### config.mk
export PLATFORM = sky130hd
export DESIGN_NAME = adc_frame_tx
export DESIGN_NICKNAME = d
export VERILOG_FILES = /design/src/rtl/adc_frame_tx.sv
export SDC_FILE = /design/constraint.sdc
export NUM_CORES = 1
export LEC_CHECK = 0
export CORE_ASPECT_RATIO = 1.4
export CORE_MARGIN = 2
export CORE_UTILIZATION = 36
export CTS_BUF_LIST = sky130_fd_sc_hd__clkbuf_8 sky130_fd_sc_hd__clkbuf_16
export DETAILED_ROUTE_END_ITERATION = 10
export HOLD_SLACK_MARGIN = 0.05
export SLEW_MARGIN = 20
export SYNTH_ARGS = -nofsm -noshare
export SYNTH_HDL_FRONTEND = slang
export SYNTH_SLANG_ARGS = --single-unit
### constraint.sdc
create_clock -name clk -period 3.35 [get_ports clk]
set_clock_uncertainty 0.1 [all_clocks]
set_input_delay 0.5025 -clock clk [delete_from_list [all_inputs] [get_ports clk]]
set_output_delay 0.5025 -clock clk [all_outputs]
set_load 0.01 [all_outputs]
### src/rtl/adc_frame_tx.sv
// adc_frame_tx: latches one multi-channel sample set per strobe and sends it as a framed 8N1 UART packet
module adc_frame_tx #(
    parameter int         CHANNELS  = 2,
    parameter int         WIDTH     = 16,
    parameter int         CLK_FREQ  = 75_000_000,
    parameter int         BAUDRATE  = 115200,
    parameter logic [7:0] SYNC_BYTE = 8'hA5
) (
    input  logic                      clk,
    input  logic                      rst,
    input  logic                      sample_valid,
    input  logic [CHANNELS*WIDTH-1:0] sample_data,
    output logic                      tx,
    output logic                      busy,
    output logic                      overrun,
    output logic [7:0]                seq
);
    localparam int DIV    = CLK_FREQ / BAUDRATE;
    localparam int BPC    = (WIDTH + 7) / 8;
    localparam int NDATA  = CHANNELS * BPC;
    localparam int NBYTES = NDATA + 3;
    localparam int CW     = (DIV > 1) ? $clog2(DIV) : 1;
    localparam int BW     = $clog2(NBYTES);
    localparam logic [CW-1:0] BAUD_LAST = CW'(DIV - 1);
    localparam logic [BW-1:0] BYTE_LAST = BW'(NBYTES - 1);

    localparam logic [1:0] IDLE  = 2'd0;
    localparam logic [1:0] START = 2'd1;
    localparam logic [1:0] DATA  = 2'd2;
    localparam logic [1:0] STOP  = 2'd3;

    logic [1:0]                state;
    logic [CW-1:0]             baud_cnt;
    logic                      baud_done;
    logic [2:0]                bit_cnt;
    logic [BW-1:0]             byte_idx;
    logic [7:0]                shift;
    logic [CHANNELS*WIDTH-1:0] shadow;
    logic [7:0]                seq_lat;
    logic [NDATA*8-1:0]        padded;
    logic [7:0]                data_bytes [NDATA];
    logic [7:0]                frame [NBYTES];
    logic [7:0]                checksum;

    assign busy      = state != IDLE;
    assign baud_done = baud_cnt == BAUD_LAST;

    // zero-extend each latched channel to a whole number of bytes
    always_comb begin
        padded = '0;
        for (int k = 0; k < CHANNELS; k++)
            padded[k*BPC*8 +: WIDTH] = shadow[k*WIDTH +: WIDTH];
    end

    // channel bytes in send order: channel 0 first, MSB byte of each channel first
    always_comb begin
        for (int j = 0; j < NDATA; j++)
            data_bytes[j] = padded[((j / BPC) * BPC + (BPC - 1 - j % BPC)) * 8 +: 8];
    end

    // assemble the full frame; checksum covers seq and data, not the sync byte
    always_comb begin
        checksum = seq_lat;
        for (int j = 0; j < NDATA; j++)
            checksum = checksum + data_bytes[j];
        frame[0] = SYNC_BYTE;
        frame[1] = seq_lat;
        for (int j = 0; j < NDATA; j++)
            frame[j+2] = data_bytes[j];
        frame[NBYTES-1] = checksum;
    end

    // strobes that arrive while a frame is in flight are dropped and flagged
    always_ff @(posedge clk) begin
        if (rst)
            overrun <= 1'b0;
        else
            overrun <= sample_valid && busy;
    end

    // snapshot samples and sequence number at accept so the frame is stable while sending
    always_ff @(posedge clk) begin
        if (rst) begin
            shadow  <= '0;
            seq_lat <= '0;
        end else if (state == IDLE && sample_valid) begin
            shadow  <= sample_data;
            seq_lat <= seq;
        end
    end

    // bit-period counter, free-running only while a frame is in flight
    always_ff @(posedge clk) begin
        if (rst)
            baud_cnt <= '0;
        else
            baud_cnt <= (state == IDLE || baud_done) ? '0 : baud_cnt + 1'b1;
    end

    // UART sequencer: start, 8 data bits LSB first, stop, back-to-back across frame bytes
    always_ff @(posedge clk) begin
        if (rst) begin
            state    <= IDLE;
            bit_cnt  <= '0;
            byte_idx <= '0;
            shift    <= '0;
            tx       <= 1'b1;
            seq      <= '0;
        end else begin
            case (state)
                IDLE: begin
                    if (sample_valid) begin
                        state    <= START;
                        byte_idx <= '0;
                        tx       <= 1'b0;
                    end
                end
                START: begin
                    if (baud_done) begin
                        state   <= DATA;
                        bit_cnt <= '0;
                        tx      <= frame[byte_idx][0];
                        shift   <= frame[byte_idx] >> 1;
                    end
                end
                DATA: begin
                    if (baud_done) begin
                        if (bit_cnt == 3'd7) begin
                            state <= STOP;
                            tx    <= 1'b1;
                        end else begin
                            bit_cnt <= bit_cnt + 1'b1;
                            tx      <= shift[0];
                            shift   <= shift >> 1;
                        end
                    end
                end
                default: begin
                    if (baud_done) begin
                        if (byte_idx == BYTE_LAST) begin
                            state <= IDLE;
                            seq   <= seq + 1'b1;
                        end else begin
                            state    <= START;
                            byte_idx <= byte_idx + 1'b1;
                            tx       <= 1'b0;
                        end
                    end
                end
            endcase
        end
    end
endmodule
==> run metrics <==
status complete, but fails checks; violated checks setup timing; Cell Area, Synth 4380 µm²; Initial Utilization 0.370; Mapped Nets 614; gpl congestion 0.926; r2r startpoint padded[9]; router iterations before antenna repair 4; number of synthesized flops with an enable pin 0; worst-skew pair later-pin latency 0.34 ns; Antenna diodes 0; DRC errors left 0; Worst Path Max Fanout 2; Max Slew Vio Count 0; Yosys Warn Count 0; Die H 134 µm; critical hold path startpoint padded[27]; #FFs+latches synth 75; RSZ-0062 raised after global routing yes; total global routing overflow 0; slowest stage delay, CP 0.56 ns; reg-to-reg setup timing slack -0.32 ns; CP endpoint kind flip-flop; largest net degree at the start of global routing 39; prevailing post-synth register cell dfxtp_1; commonest non-fill, non-tap cell in the layout nand2_1; Synth Area per Inst 8.12 µm²; hold crit path type reg -> reg; Detailed Place HPWL 8400 µm; clock tree buffer depth 2; total track usage 0.178; peak supply drop 351 µV; Final ANT Viol Nets 0; cts hold-fix bufs 0; Post-synth ARST share 0; Final Cycle Share 1.10; Power Dens Cells 584 nW/µm²; total core area 11,800 µm²; worst r2r path cells 13; Distinct cells, synth 51; Worst Hold Depth 2; Num CTS Buffers 9; Rel. slew slack 0.573; Hold Path End padded[27]; pre-CTS setup slack -0.370 ns; Max stage delay cell, worst path fa_1; crit path DAT 3.77 ns; final wirelength 11,100 µm; Max Cap Violations 0; worst r2r dst shift[2]; Final Util 0.467; min Tclk post-route 3.67 ns; routed vias/inst 4.95; Seq/Total Area, Yosys 0.343; Die ar. 13,100 µm²; Root Driver clkbuf_16; Final nets 671; CTS tree done; first-pass GRT wire length 18,500 µm; Crit Path Class reg -> reg; Fmax achieved 273 MHz; worst-margin pin slew 0.641 ns; crit-path cells inv_2, fa_1, fa_1, fa_1, inv_2, ha_4, inv_2, fa_2, xor2_2, mux2i_1, a221o_1, a221oi_2, nor3_1; leading cell types in the layout, fill and taps excluded nand2_1 (103), dfxtp_1 (70), inv_1 (58); Routed wire per std cell 14.9 µm; P_leak 2.15 nW; Initial DRC Count 184; WP data required 3.45 ns; num ports 46; final setup vio count 6; buffers added on ports 45; antenna violations before repair 0; Row Count 47; Fin. Hold Viols 0; vias in the first global route 3,841; vias 3,703; Die W 97.2 µm; clock slew at reported path FFs 0.06 ns; layout cells sized above 1 0.136; final worst setup slack -0.320 ns; Cells after Synth 539; clock sinks 75; Total Power 3.22 mW; Worst setup SP type flip-flop; H-tree depth 3; synth-to-layout area growth 26.1%
## sequential cells by signal, indices dropped and copies added (netlist names)
signal    count
padded       32
seq_lat       8
seq           8
bit_cnt       3
shift         7
baud_cnt     10
overrun       1
tx            1
state         2
byte_idx      3
## cell families after synthesis
group,count (synthesis),share of synthesized area
xor+xnor,23,0.0460
mux,15,0.0352
buf+inv,94,0.0829
simple gates,192,0.199
fa+ha+maj,40,0.149
compound gates,100,0.145
flops,75,0.343
## report_power, final
part | switching, mW | internal (mW)
sequential | 0.0833 | 0.984
clock | 0.368 | 0.514
combinational | 0.705 | 0.566
total | 1.16 | 2.06
## synthesized netlist by cell type (4+ instances only)
cell type  number  area (µm²)
nor2_1         36         135
fa_1           20         400
o21ai_0         7        35.0
nand3_1        13        65.1
nand4_1         5        31.3
a221o_1         4        40.0
nand2_1       103         387
xnor2_1        13         114
xor2_1         10        87.6
clkbuf_1       21        78.8
and3_1          6        37.5
mux2i_1        12         120
nor2b_1         4        25.0
nor3_1          6        30.0
a21oi_1        52         260
buf_2           5        25.0
a221oi_1        4        35.0
inv_1          66         248
ha_1           20         250
a31oi_1         6        37.5
dfxtp_1        75        1500
## per-layer routing
metal,global-route usage,up-vias,wire (µm)
met5,0,-,0
met2,0.319,49,5850
met4,0.0728,0,267
li1,-,1889,-
met1,0.205,1751,4700
met3,0.0380,14,328
## critical path: cells and delay by family (launching register included)
kind / cells / cell delay (ns)
fa+ha+maj: 5 / 2.05
simple gates: 1 / 0.07
compound gates: 2 / 0.56
buf+inv: 3 / 0.16
xor+xnor: 1 / 0.16
mux: 1 / 0.09
flops: 1 / 0.33
## stage by stage
step	setup TNS, ns	cells	hold slack (ns)	cell area (µm²)
after floorplan	-0.0262	539	0.336	4410
after global placement	-0.924	729	0.343	5120
after detailed placement	-1.21	729	0.350	5120
after CTS	-1.29	746	0.359	5460
after global routing	-1.87	748	0.375	5520
final	-1.12	748	0.357	5520
## worst max-delay path by stage
stage	start	to	slack, ns
2_1_floorplan	padded[9]	shift[2]	-0.02
3_3_place_gp	padded[9]	shift[2]	-0.31
3_5_place_dp	padded[9]	shift[2]	-0.37
4_1_cts	padded[9]	shift[2]	-0.33
5_1_grt	padded[9]	shift[2]	-0.47
6_report	padded[9]	shift[2]	-0.32
## area by class of cell
type	count	area, µm²
Fill cell	1163	6300
Sequential cell	75	1510
Clock inverter	6	32.5
Inverter	67	251
Timing Repair Buffer	73	668
Clock buffer	10	239
Tap cell	147	184
Multi-Input combinational cell	370	2630
## timing repair
| action | 4_1_cts | 5_1_grt |
|---|---|---|
| resized for setup | 17 | 9 |
| buffers inserted | 1 | 2 |
| endpoints found under the setup margin | 6 | 6 |
| pin swaps | 11 | 11 |
Note: power is estimated with default switching activity, not from simulation.
